[config.mk]
export PLATFORM = sky130hd
export DESIGN_NAME = sb_master_port
export DESIGN_NICKNAME = d
export VERILOG_FILES = /design/src/rtl/sb_master_port.sv
export SDC_FILE = /design/constraint.sdc
export NUM_CORES = 1
export LEC_CHECK = 0
export BUFFER_PORTS_ARGS = -buffer_cell sky130_fd_sc_hd__clkbuf_2
export CAP_MARGIN = 10
export CORE_MARGIN = 2
export CORE_UTILIZATION = 44
export CTS_CLUSTER_DIAMETER = 150
export DETAILED_ROUTE_END_ITERATION = 7
export PLACE_DENSITY = 0.85
export SLEW_MARGIN = 10
export SYNTH_ARGS = -nofsm -noshare
export SYNTH_HDL_FRONTEND = slang
export SYNTH_SLANG_ARGS = --single-unit
[constraint.sdc]
create_clock -name sb_clk -period 9 [get_ports sb_clk]
set_clock_uncertainty 0.15 [all_clocks]
set_input_delay 0.9 -clock sb_clk [delete_from_list [all_inputs] [get_ports sb_clk]]
set_output_delay 0.9 -clock sb_clk [all_outputs]
set_load 0.005 [all_outputs]
[src/rtl/sb_master_port.sv]
// SB bus master front end: one burst command at a time, with SPLIT resume and ERROR abort.
// Optional watchdog and bus lock are enabled by defining SB_MASTER_TIMEOUT_EN.
module sb_master_port #(
  parameter int SB_ADDR_WIDTH  = 32,
  parameter int SB_DATA_WIDTH  = 32,
  parameter int MASTER_ID      = 0,
  parameter int TIMEOUT_CYCLES = 64
) (
  input  logic                     sb_clk,
  input  logic                     sb_reset,
  input  logic                     cmd_valid,
  output logic                     cmd_ready,
  input  logic                     cmd_write,
  input  logic [SB_ADDR_WIDTH-1:0] cmd_addr,
  input  logic [4:0]               cmd_len,
  input  logic                     wr_valid,
  input  logic [SB_DATA_WIDTH-1:0] wr_data,
  output logic                     wr_ready,
  output logic                     rd_valid,
  output logic [SB_DATA_WIDTH-1:0] rd_data,
  output logic                     done,
  output logic                     done_err,
  output logic                     sb_sel,
  output logic [SB_ADDR_WIDTH-1:0] sb_addr,
  output logic                     sb_write,
  output logic [1:0]               sb_trans,
  output logic [2:0]               sb_size,
  output logic [2:0]               sb_burst,
  output logic [SB_DATA_WIDTH-1:0] sb_wdata,
  output logic                     sb_master,
  output logic                     sb_mastlock,
  input  logic                     sb_ready,
  input  logic [1:0]               sb_resp,
  input  logic [SB_DATA_WIDTH-1:0] sb_rdata,
  input  logic [1:0]               sb_split
);

  localparam logic [2:0] S_IDLE  = 3'd0;
  localparam logic [2:0] S_ADDR  = 3'd1;
  localparam logic [2:0] S_DATA  = 3'd2;
  localparam logic [2:0] S_SPLIT = 3'd3;
  localparam logic [2:0] S_DONE  = 3'd4;

  localparam logic [1:0] TR_IDLE   = 2'd0;
  localparam logic [1:0] TR_BUSY   = 2'd1;
  localparam logic [1:0] TR_NONSEQ = 2'd2;
  localparam logic [1:0] TR_SEQ    = 2'd3;

  localparam logic [1:0] RSP_OKAY  = 2'd1;
  localparam logic [1:0] RSP_ERROR = 2'd2;
  localparam logic [1:0] RSP_SPLIT = 2'd3;

  localparam logic MID = MASTER_ID[0];

`ifdef SB_MASTER_TIMEOUT_EN
  localparam logic WD_EN = 1'b1;
`else
  localparam logic WD_EN = 1'b0;
`endif

  function automatic logic len_legal(input logic [4:0] len);
    case (len)
      5'd1, 5'd2, 5'd3, 5'd8, 5'd16: return 1'b1;
      default:                        return 1'b0;
    endcase
  endfunction

  function automatic logic [2:0] size_code(input logic [4:0] len);
    case (len)
      5'd1:    return 3'b010;
      5'd2:    return 3'b011;
      5'd3:    return 3'b100;
      5'd8:    return 3'b101;
      5'd16:   return 3'b110;
      default: return 3'b000;
    endcase
  endfunction

  logic [2:0]               state, state_n;
  logic                     write_q;
  logic [SB_ADDR_WIDTH-1:0] base_q;
  logic [4:0]               len_q;
  logic [4:0]               beats_q;
  logic                     err_q;
  logic                     rd_vld_p1;
  logic [SB_DATA_WIDTH-1:0] rd_data_p1;
  logic [6:0]               wd_cnt;

  logic in_data, on_bus, busy, beat, last_beat, split_rel, wd_run, timeout, accept;

  assign accept    = (state == S_IDLE) && cmd_valid;
  assign in_data   = (state == S_DATA);
  assign on_bus    = (state == S_ADDR) || in_data;
  assign busy      = in_data && write_q && !wr_valid;
  assign beat      = in_data && sb_ready && (sb_resp == RSP_OKAY) && !busy;
  assign last_beat = beat && (beats_q == len_q - 5'd1);
  assign split_rel = |(sb_split & (2'b01 << MID));

  // Watchdog: counts stalled DATA cycles and SPLIT_WAIT cycles; compiled away when disabled.
  assign wd_run  = (in_data && !sb_ready) || (state == S_SPLIT);
  assign timeout = WD_EN && wd_run && (wd_cnt == 7'(TIMEOUT_CYCLES - 1));

  always_comb begin
    state_n = state;
    case (state)
      S_IDLE:  if (cmd_valid) state_n = len_legal(cmd_len) ? S_ADDR : S_DONE;
      S_ADDR:  state_n = S_DATA;
      S_DATA: begin
        if (sb_resp == RSP_ERROR || timeout) state_n = S_DONE;
        else if (sb_resp == RSP_SPLIT)       state_n = S_SPLIT;
        else if (last_beat)                  state_n = S_DONE;
      end
      S_SPLIT: begin
        if (timeout)        state_n = S_DONE;
        else if (split_rel) state_n = S_ADDR;
      end
      S_DONE:  state_n = S_IDLE;
      default: state_n = S_IDLE;
    endcase
  end

  always_ff @(posedge sb_clk) begin
    if (sb_reset) begin
      state     <= S_IDLE;
      beats_q   <= 5'd0;
      err_q     <= 1'b0;
      rd_vld_p1 <= 1'b0;
      wd_cnt    <= 7'd0;
    end else begin
      state     <= state_n;
      rd_vld_p1 <= beat && !write_q;
      if (accept)    beats_q <= 5'd0;
      else if (beat) beats_q <= beats_q + 5'd1;
      if (state == S_IDLE)
        err_q <= cmd_valid && !len_legal(cmd_len);
      else if ((in_data && sb_resp == RSP_ERROR) || timeout)
        err_q <= 1'b1;
      if (beat || state_n != state) wd_cnt <= 7'd0;
      else if (wd_run)              wd_cnt <= wd_cnt + 7'd1;
    end
  end

  // Command fields and read data capture carry no reset.
  always_ff @(posedge sb_clk) begin
    if (accept) begin
      write_q <= cmd_write;
      base_q  <= cmd_addr;
      len_q   <= cmd_len;
    end
    if (beat) rd_data_p1 <= sb_rdata;
  end

  assign cmd_ready = (state == S_IDLE);
  assign wr_ready  = beat && write_q;
  assign rd_valid  = rd_vld_p1;
  assign rd_data   = rd_data_p1;
  assign done      = (state == S_DONE);
  assign done_err  = done && err_q;

  assign sb_sel    = on_bus;
  assign sb_write  = on_bus && write_q;
  assign sb_addr   = on_bus ? base_q + SB_ADDR_WIDTH'(beats_q) : '0;
  assign sb_size   = on_bus ? size_code(len_q) : 3'b000;
  assign sb_burst  = (on_bus && len_q != 5'd1) ? 3'b001 : 3'b000;
  assign sb_wdata  = (in_data && write_q) ? wr_data : '0;
  assign sb_master = MID;

  always_comb begin
    sb_trans = TR_IDLE;
    if (state == S_ADDR) sb_trans = TR_NONSEQ;
    else if (in_data)    sb_trans = busy ? TR_BUSY : TR_SEQ;
  end

`ifdef SB_MASTER_TIMEOUT_EN
  // Lock spans the whole bus transaction, across SPLIT; illegal-length commands never lock.
  assign sb_mastlock = on_bus || (state == S_SPLIT) || (done && len_legal(len_q));
`else
  assign sb_mastlock = 1'b0;
`endif

endmodule

==> results.sh, run 1 <==
export IMPL_status="finished, final reports clean"
export IMPL_vias=3661
export IMPL_worst_path_buf_inv=1
export IMPL_die_area_um2=10270
export IMPL_cts_setup_buffers=0
export IMPL_finalHoldViolCount=0
export IMPL_die_w_um=101.3
export IMPL_detail_route_vias_per_cell=5.268
export IMPL_max_slew_margin=0.3383
export IMPL_overflow=0
export IMPL_dr_pass1_iters=5
export IMPL_clock_latency_ns=0.34
export IMPL_r2r_end="beats_q[4]$_SDFFE_PP0P_"
export IMPL_dieHeight_um=101.3
export IMPL_antenna_found_initial=0
export IMPL_dp_cells=679
export IMPL_gp_congestion=0.8335
export IMPL_io_buffers=218
export IMPL_setup_violations=0
export IMPL_synthAdderAreaFrac=0.03783
export IMPL_period_minus_slack_ns=4.082
export IMPL_critical_path_class="flop to primary output"
export IMPL_yosys_warnings=0
export IMPL_seq_area_frac_synth=0.5524
export IMPL_grt_first_pass_wirelength_mm=16.15
export IMPL_antenna_left=0
export IMPL_rows=35
export IMPL_synth_mux_area_fraction=0.004803
export IMPL_core_area_um2=9196
export IMPL_ys_seq_elements=80
export IMPL_io_pins=224
export IMPL_clock_fmax_mhz=245.0
export IMPL_cp_cell_sequence="ha_1, fa_1, a211oi_1, o21bai_1, nand2_1, or3_1, a21oi_1, clkbuf_2"
export IMPL_cts_htree_levels=3
export IMPL_synth_xor_area_frac=0.07355
export IMPL_drc=0
export IMPL_grt_max_degree=42
export IMPL_avgSynthCellArea_um2=11.42
export IMPL_async_flop_share=0
export IMPL_start_util=0.4532
export IMPL_synth_top_family_by_area="simple AND/OR/NAND/NOR gates"
export IMPL_wirelength_mm=11.24
export IMPL_slew_viol_final=0
export IMPL_arrival_ns=3.03
export IMPL_p_leak_nw=2.543
export IMPL_fin_ws_ns=4.918
export IMPL_syn_to_final_growth_pct=32.78
export IMPL_stdcell_count=695
export IMPL_whs_ns=0.4234
export IMPL_grtUsageTotal=0.2011
export IMPL_clockBufferDepth=2
export IMPL_path_clk_slew_ns=0.09
export IMPL_whs_endpoint="err_q$_SDFFE_PP0P_"
export IMPL_min_path_type="flop to flop"
export IMPL_rsz0062_at_grt="no"
export IMPL_drive_gt1_frac=0.4195
export IMPL_post_cts_resize_count=0
export IMPL_power_density_nw_per_um2=164.9
export IMPL_insertedDiodeCount=0
export IMPL_pre_cts_ws_ns=5.280
export IMPL_clock_sinks=80
export IMPL_routedWlPerCell_um=16.17
export IMPL_reg2reg_slack_ns=6.49
export IMPL_synth_simple_gate_area_frac=0.2113
export IMPL_synth_compound_area_share=0.08706
export IMPL_synth_flop_cell="edfxtp_1"
export IMPL_cp_top_family="compound AO/OA/AOI/OAI gates"
export IMPL_hold_depth=2
export IMPL_root_buffer="clkbuf_8"
export IMPL_synth_area_um2=4168
export IMPL_vdd_drop_max_mv=0.1273
export IMPL_reg2regPathDepth=7
export IMPL_syn_inst=365
export IMPL_end_kind="primary output"
export IMPL_hp_start="err_q$_SDFFE_PP0P_"
export IMPL_cts_tree="done"
export IMPL_setup_total_negative_slack_ns=0
export IMPL_crit_path_max_incr_delay_ns=0.77
export IMPL_slowest_stage="o21bai_1"
export IMPL_rr_startpoint="state[1]$_SDFFE_PP0P_"
export IMPL_grt_pass1_vias=3410
export IMPL_synth_edf_count=70
export IMPL_finalNetCount=702
export IMPL_maxCapViolCount=0
export IMPL_dp_hpwl_mm=8.775
export IMPL_drtIter0Drc=143
export IMPL_critPathRequiredTime_ns=7.95
export IMPL_start_kind="flop"
export IMPL_tightestPinTransition_ns=0.9925
export IMPL_crit_fanout=11
export IMPL_hold_buffers=0
export IMPL_synthDistinctLibCells=57
export IMPL_min_period_over_period=0.4535
export IMPL_cts_buffers=9
worst max path at each step:
stage,start,endpoint,slack (ns),depth (start not counted)
after CTS,beats_q[0]$_SDFFE_PP0P_,sb_addr[30],4.89,8
after detailed placement,beats_q[0]$_SDFFE_PP0P_,sb_addr[30],5.28,8
after global routing,beats_q[0]$_SDFFE_PP0P_,sb_addr[30],4.73,8
final,beats_q[0]$_SDFFE_PP0P_,sb_addr[30],4.92,8
after floorplan,wr_valid,wr_ready,5.36,3
after global placement,beats_q[0]$_SDFFE_PP0P_,sb_addr[30],5.37,8
routing by layer:
metal	up-vias	wire length [um]	global-route usage	share of wire
li1	1775	-	-	-
met4	0	159	0.06341	0.014
met1	1750	4589	0.2549	0.41
met3	11	678	0.04831	0.060
met5	-	0	0	0
met2	125	5810	0.3413	0.52
cell usage in the layout, fill, tap and decap left out, types with 3 or more instances in the layout:
cell       count
nand2b_1       3
buf_4          3
xor2_1        22
o21ai_0       10
clkbuf_2     218
nor2_1        39
a21o_1         5
and2_1         7
o2111ai_1      4
conb_1         4
a21oi_1        9
nand3_1        8
ha_1          11
a31oi_1        3
xnor2_1       13
and3_1        36
a2111oi_0      3
edfxtp_1      70
a211oi_1       5
nand4_1        8
inv_1          9
clkbuf_8       9
nand2_1       17
dfxtp_1       10
or3_1          4
nor3_1        10
synth_stat cells, drive strengths merged, types with 2 or more instances:
master / n / area [um^2]
a21oi: 9 / 45.04
nand3: 9 / 57.56
dfxtp: 10 / 200.2
a211oi: 5 / 37.54
nor4: 3 / 33.78
nand2: 17 / 63.81
or3: 4 / 25.02
o2111ai: 4 / 35.03
nor4b: 2 / 32.53
nor2b: 2 / 12.51
o21ai: 10 / 50.05
mux2i: 2 / 20.02
ha: 11 / 137.6
and2: 9 / 56.31
a21o: 5 / 37.54
nor3b: 3 / 27.52
xor2: 22 / 192.7
edfxtp: 70 / 2102
xnor2: 13 / 113.9
nor2: 39 / 146.4
a31oi: 3 / 18.77
clkbuf: 14 / 55.05
a2111oi: 4 / 36.29
buf: 7 / 45.04
and3: 36 / 225.2
and4: 3 / 27.53
nand2b: 3 / 18.77
inv: 9 / 33.78
nor3: 10 / 50.05
nand4: 9 / 71.32
o211ai: 2 / 15.01
logic make-up (layout without fill, tap and decap cells):
family | after synthesis | in the layout
other | 1 | 4
XOR/XNOR | 35 | 35
AND/OR/NAND/NOR | 153 | 153
multiplexers | 2 | 2
buffers and inverters | 30 | 246
adder cells (fa/ha/maj) | 12 | 12
flip-flops | 80 | 80
AO/OA/AOI/OAI | 52 | 52
where the power goes:
group	total, mW	switching [mW]	internal (mW)
Combinational	0.176	0.0989	0.0774
Sequential	0.463	0.0258	0.438
Clock	0.273	0.142	0.131
Total	0.913	0.266	0.646
worst min-delay path, stage by stage (launching register included):
cell     delay (ns)
dfxtp_1        0.32
a31oi_1        0.13
o32ai_1        0.08
final cells by class:
class                           count  area (um^2)
Fill cell                         781         3662
Sequential cell                    80         2302
Multi-Input combinational cell    258         1744
Timing Repair Buffer              221         1114
Tap cell                          111        138.9
Clock buffer                        9        123.9
Clock inverter                      7        77.57
Inverter                            9        33.78
per-stage QoR:
| stage | utilization | instance area [um^2] | power [mW] |
|---|---|---|---|
| global placement | 0.5799 | 5333 | 0.6411 |
| global route | 0.6018 | 5534 | 0.9544 |
| CTS | 0.6018 | 5534 | 0.9203 |
| finish | 0.6018 | 5534 | 0.9127 |
| floorplan | - | 4179 | 0.5667 |
| detailed placement | 0.5799 | 5333 | 0.6491 |
sequential cells by signal, indices dropped and copies added (netlist names):
signal and flops:
write_q 1, rd_data 32, err_q 1, beats_q 5, rd_valid 1, len_q 5, state 3, base_q 32
Note: power is estimated with default switching activity, not from simulation.
==> inputs of run 2 (changes only) <==
ABC_AREA = 1   (was not set)
PLACE_DENSITY = 0.83   (was 0.85)
clock period = 3.8 ns   (was 9 ns; I/O delays follow)
==> run 2 against run 1 <==
  * Final cell count increased by 31%
  * Combinational power increased by 45%
  * Count of clock-buffer cells in the layout increased by 1
  * Non-clock buffer count unchanged
  * Die area increased by 7.9%
  * Setup slack got worse by 4.1 ns
  * Sequential cell count unchanged
  * Synthesized cell count increased by 49%
  * Utilization decreased by 0.22 points
  * Critical path depth increased by 4
  * Synthesized area increased by 8.2%
  * Critical path type unchanged
  * Highest routed layer unchanged
==> results.sh, run 2 <==
export IMPL_status="finished, final reports clean"
export IMPL_ys_seq_elements=80
export IMPL_die_w_um=105.3
export IMPL_gp_congestion=0.9471
export IMPL_core_area_um2=9864
export IMPL_end_kind="primary output"
export IMPL_grtUsageMet3=0.05999
export IMPL_max_slew_margin=0.3547
export IMPL_setup_total_negative_slack_ns=0
export IMPL_period_minus_slack_ns=2.965
export IMPL_grt_use_met2=0.3613
export IMPL_hp_start="sb_rdata[23]"
export IMPL_yosysMostFrequentCell="nand2_1"
export IMPL_synth_flop_cell="edfxtp_1"
export IMPL_crit_fanout=5
export IMPL_syn_inst=545
export IMPL_drtIter0Drc=300
export IMPL_post_cts_resize_count=0
export IMPL_tightestPinTransition_ns=0.9655
export IMPL_cp_top_family="simple AND/OR/NAND/NOR gates"
export IMPL_clock_latency_ns=0.36
export IMPL_whs_ns=0.03603
export IMPL_min_period_over_period=0.7802
export IMPL_clock_fmax_mhz=337.3
export IMPL_dieHeight_um=105.3
export IMPL_cp_cell_sequence="ha_1, fa_1, nand3_1, nand2_1, nand2_1, nand2_1, nand2_1, nor2_2, nand3_1, nand2_1, nor2_1, clkbuf_2"
export IMPL_async_flop_share=0
export IMPL_critical_path_class="flop to primary output"
export IMPL_root_buffer="clkbuf_8"
export IMPL_hold_buffers=0
export IMPL_worst_path_buf_inv=1
export IMPL_drive_gt1_frac=0.3342
export IMPL_synth_area_um2=4511
export IMPL_seq_area_frac_synth=0.5104
export IMPL_cts_tree="done"
export IMPL_reg2reg_slack_ns=1.40
export IMPL_r2r_end="base_q[14]$_DFFE_PP_"
export IMPL_overflow=0
export IMPL_rsz0062_at_grt="no"
export IMPL_antenna_left=0
export IMPL_power_density_nw_per_um2=315.4
export IMPL_cts_buffers=9
export IMPL_grt_max_degree=36
export IMPL_reg2regPathDepth=4
export IMPL_dr_pass1_iters=5
export IMPL_io_buffers=218
export IMPL_rows=36
export IMPL_finalNetCount=893
export IMPL_busiest_layer="met2"
export IMPL_dp_cells=892
export IMPL_arrival_ns=2.43
export IMPL_synth_commonest_cells="112 x nand2_1, 101 x nor2_1, 90 x inv_1"
export IMPL_slowest_stage="fa_1"
export IMPL_synthDistinctLibCells=40
export IMPL_cts_htree_levels=3
export IMPL_vias=4340
export IMPL_n_fill_cell=888
export IMPL_grt_first_pass_wirelength_mm=18.86
export IMPL_synth_top_cell_area_share=0.4660
export IMPL_antenna_found_initial=0
export IMPL_yosys_warnings=0
export IMPL_crit_path_max_incr_delay_ns=0.40
export IMPL_slew_viol_final=0
export IMPL_critPathRequiredTime_ns=3.27
export IMPL_insertedDiodeCount=0
export IMPL_routedWlPerCell_um=13.30
export IMPL_stdcell_count=908
export IMPL_cts_setup_buffers=0
export IMPL_path_clk_slew_ns=0.09
export IMPL_min_path_type="input port to flop"
export IMPL_layout_common_cells="218 x clkbuf_2, 112 x nand2_1, 100 x nor2_1, 90 x inv_1, 70 x edfxtp_1"
export IMPL_io_pins=224
export IMPL_finalHoldViolCount=0
export IMPL_start_util=0.4573
export IMPL_yosys_area_top_type="edfxtp_1"
export IMPL_vdd_drop_max_mv=0.2476
export IMPL_grt_pass1_vias=4023
export IMPL_clock_sinks=80
export IMPL_die_area_um2=11080
export IMPL_met1_usage=0.2775
export IMPL_wirelength_mm=12.08
export IMPL_ys_top_cells_by_area="edfxtp_1 47%, nand2_1 9.3%, nor2_1 8.4%"
export IMPL_grtUsageTotal=0.2175
export IMPL_layout_commonest_cell="clkbuf_2"
export IMPL_dp_hpwl_mm=9.764
export IMPL_maxCapViolCount=0
export IMPL_start_kind="flop"
export IMPL_crit_top_cell="nand2_1"
export IMPL_clockBufferDepth=2
export IMPL_detail_route_vias_per_cell=4.780
export IMPL_drc=0
export IMPL_p_leak_nw=2.990
export IMPL_rr_startpoint="state[0]$_SDFFE_PP0P_"
export IMPL_hold_depth=1
export IMPL_syn_to_final_growth_pct=31.12
export IMPL_whs_endpoint="rd_data[23]$_DFFE_PP_"
export IMPL_synth_edf_count=70
export IMPL_setup_violations=0
export IMPL_avgSynthCellArea_um2=8.276
[run 2: layer usage]
metal | vias up | routed length [um]
li1 | 2203 | -
met5 | - | 0
met2 | 185 | 5794
met4 | 0 | 188
met1 | 1937 | 5023
met3 | 15 | 1072
[run 2: cell families after synthesis]
logic type	share of synthesized area
buffers and inverters	0.09265
adders and majority gates	0.03495
AOI/OAI and AO/OA	0.05964
and+or+nand+nor	0.2860
DFF	0.5104
xor gates and xnor gates	0.01553
other	0.0008314
[run 2: cell type report]
class	count	area, um^2	share of cell area
Sequential cell	80	2302	0.3893
Timing Repair Buffer	221	1114	0.1883
Clock inverter	6	42.54	0.007193
Inverter	94	352.8	0.05966
Multi-Input combinational cell	364	1809	0.3059
Tap cell	133	166.4	0.02814
Clock buffer	10	127.6	0.02158
[run 2: worst max-delay path by stage]
stage / from / end / slack (ns) / depth (start not counted)
after global placement: base_q[0]$_DFFE_PP_ / sb_addr[18] / 1.26 / 12
after detailed placement: base_q[0]$_DFFE_PP_ / sb_addr[18] / 1.25 / 12
after global routing: base_q[0]$_DFFE_PP_ / sb_addr[14] / 0.66 / 12
after CTS: base_q[0]$_DFFE_PP_ / sb_addr[18] / 0.84 / 12
final: base_q[0]$_DFFE_PP_ / sb_addr[18] / 0.84 / 12
after floorplan: state[0]$_SDFFE_PP0P_ / base_q[0]$_DFFE_PP_ / 0.69 / 3
[run 2: worst register-to-register path: stages (launching register included)]
cell and delay, ns:
dfxtp_1 0.37, nor3_1 0.48, inv_1 0.21, nor2_4 0.56
buf_4 0.31
[run 2: stage by stage]
stage / util / worst slack (ns) / instance area, um^2 / power, mW
floorplan: - / 0.6913 / 4522 / 1.200
global placement: 0.5823 / 1.261 / 5744 / 1.317
detailed placement: 0.5823 / 1.248 / 5744 / 1.322
CTS: 0.5996 / 0.8435 / 5914 / 1.876
global route: 0.5996 / 0.6627 / 5914 / 1.948
finish: 0.5996 / 0.8351 / 5914 / 1.866
[run 2: power by group]
group | switching [mW] | internal (mW)
registers | 0.0426 | 1.01
clock network | 0.321 | 0.240
logic | 0.150 | 0.106
total | 0.514 | 1.35
==> inputs of run 3 (changes only) <==
CORE_UTILIZATION = 42   (was 44)
clock period = 2.7 ns   (was 3.8 ns; I/O delays follow)
==> run 3 against run 2 <==
  * Non-clock buffer count up 80
  * Clock power up 44%
  * Routed wire length up 19%
  * Sequential share of layout area down 5.3 points
  * Global-route usage up 2.7 points
==> results.sh, run 3 (same netlist as run 2, synthesis figures left out) <==
export IMPL_drtIter0Drc=319
export IMPL_pre_cts_ws_ns=0.2625
export IMPL_vdd_drop_max_mv=0.3826
export IMPL_period_minus_slack_ns=2.627
export IMPL_critical_path_class="flop to primary output"
export IMPL_placed_area_um2=5768
export IMPL_status="finished, final reports clean"
export IMPL_rsz0062_at_grt="yes"
export IMPL_tightestPinTransition_ns=0.5119
export IMPL_grt_max_degree=33
export IMPL_grt_first_pass_wirelength_mm=21.94
export IMPL_clockBufferDepth=2
export IMPL_detail_route_vias_per_cell=4.771
export IMPL_drive_gt1_frac=0.3380
export IMPL_dieHeight_um=107.6
export IMPL_dr_pass1_iters=5
export IMPL_max_slew_margin=0.6561
export IMPL_crit_fanout=5
export IMPL_wirelength_mm=14.39
export IMPL_end_kind="primary output"
export IMPL_arrival_ns=2.21
export IMPL_start_util=0.4350
export IMPL_vias=4733
export IMPL_drc=0
export IMPL_comb_power_share=0.170
export IMPL_grt_pass1_vias=4571
export IMPL_swShare=0.2799
export IMPL_antenna_left=0
export IMPL_clkPwrFrac=0.294
export IMPL_final_cell_area_um2=6860
export IMPL_grtUsageTotal=0.2445
export IMPL_setup_violations=0
export IMPL_cts_tree="done"
export IMPL_clock_fmax_mhz=380.7
export IMPL_cts_buffers=9
export IMPL_critPathRequiredTime_ns=2.28
export IMPL_min_period_over_period=0.9729
export IMPL_finalNetCount=973
export IMPL_finalHoldViolCount=0
export IMPL_syn_to_final_growth_pct=52.09
export IMPL_seqPwrFrac=0.536
export IMPL_layout_common_cells="212 x clkbuf_2, 105 x nand2_1, 97 x nor2_1, 90 x inv_1, 71 x dlygate4sd3_1"
export IMPL_p_leak_nw=3.368
export IMPL_power_density_nw_per_um2=401.7
export IMPL_gp_congestion=0.9675
export IMPL_die_w_um=107.6
export IMPL_clock_latency_ns=0.35
export IMPL_fin_ws_ns=0.07323
export IMPL_io_pins=224
export IMPL_slew_viol_final=0
export IMPL_rows=37
export IMPL_dp_hpwl_mm=9.927
export IMPL_cts_htree_levels=3
export IMPL_maxCapViolCount=0
export IMPL_root_buffer="clkbuf_8"
export IMPL_setup_total_negative_slack_ns=0
export IMPL_overflow=0
export IMPL_clock_sinks=80
export IMPL_total_power_mw=2.755
export IMPL_core_area_um2=10370
export IMPL_routedWlPerCell_um=14.50
export IMPL_path_clk_slew_ns=0.09
export IMPL_p_int_mw=1.984
export IMPL_min_path_type="input port to flop"
export IMPL_die_area_um2=11580
export IMPL_start_kind="flop"
export IMPL_layout_commonest_cell="clkbuf_2"
export IMPL_antenna_found_initial=1
export IMPL_p_switching_mw=0.7713
export IMPL_io_buffers=218
run 3: changes by cell type in the layout (fill, tap and decap cells not counted), moves of 3 or more:
cell	change
nand2_1	-7
ha_4	+4
nor2_1	-3
nand2_4	+5
buf_2	+6
dlygate4sd3_1	+71
buf_4	+8
clkbuf_2	-6
ha_1	-4
run 3: layout make-up:
class                           instances  area [um^2]
Fill cell                             829         3510
Sequential cell                        80         2306
Multi-Input combinational cell        364         1948
Timing Repair Buffer                  301         1904
Inverter                               94        352.8
Tap cell                              136        170.2
Clock buffer                            9        123.9
Clock inverter                          7        52.55
Antenna cell                            1        2.502
run 3: repair_timing:
item                                   CTS  global route
endpoints found under the hold margin   74             0
setup endpoints to repair               10            22
setup buffers                            0             8
resized for setup                        8            29
gates cloned                             0             0
hold buffers                            71             0
pin swaps                                0            12
run 3: per-layer routing:
metal | wire length [um] | vias up | GRT usage | share of wire
met5 | 0 | - | 0 | 0
met4 | 366 | 0 | 0.09707 | 0.025
met3 | 1250 | 31 | 0.06719 | 0.087
met2 | 6898 | 247 | 0.3944 | 0.48
met1 | 5872 | 2094 | 0.3114 | 0.41
li1 | - | 2361 | - | -
run 3: power groups by stage:
| stage | clock (mW) | sequential (mW) | combinational, mW |
|---|---|---|---|
| floorplan | 0 | 1.49 | 0.202 |
| global placement | 0 | 1.50 | 0.357 |
| detailed placement | 0 | 1.50 | 0.362 |
| CTS | 0.819 | 1.47 | 0.448 |
| global route | 0.873 | 1.49 | 0.519 |
| finish | 0.810 | 1.48 | 0.467 |
run 3: path summary, 6_finish.rpt:
path | to | slack, ns | from | depth (start not counted)
max | sb_addr[14] | 0.07 | base_q[0]$_DFFE_PP_ | 12
min | err_q$_SDFFE_PP0P_ | 0.11 | sb_resp[0] | 4
max reg2reg | base_q[3]$_DFFE_PP_ | 0.63 | state[0]$_SDFFE_PP0P_ | 4
min reg2reg | err_q$_SDFFE_PP0P_ | 0.32 | err_q$_SDFFE_PP0P_ | 2
run 3: per-stage QoR:
step | instances | utilization | hold slack [ns]
after floorplan | 548 | - | 0.1891
after global placement | 896 | 0.5562 | 0.2968
after detailed placement | 896 | 0.5562 | 0.2986
after CTS | 983 | 0.6453 | 0.09769
after global routing | 992 | 0.6616 | 0.1261
final | 992 | 0.6616 | 0.1143
run 3: critical path, cell delays in order, from the launching register on:
cell and delay [ns]:
edfxtp_1 0.42, ha_4 0.18, fa_2 0.40, nand3_2 0.09, nand2_4 0.07, nand2_4 0.08, nand2_4 0.06, nand2_4 0.11
nor2_4 0.06, nand2_2 0.06, o21ai_1 0.06, nor2_1 0.13, buf_2 0.12
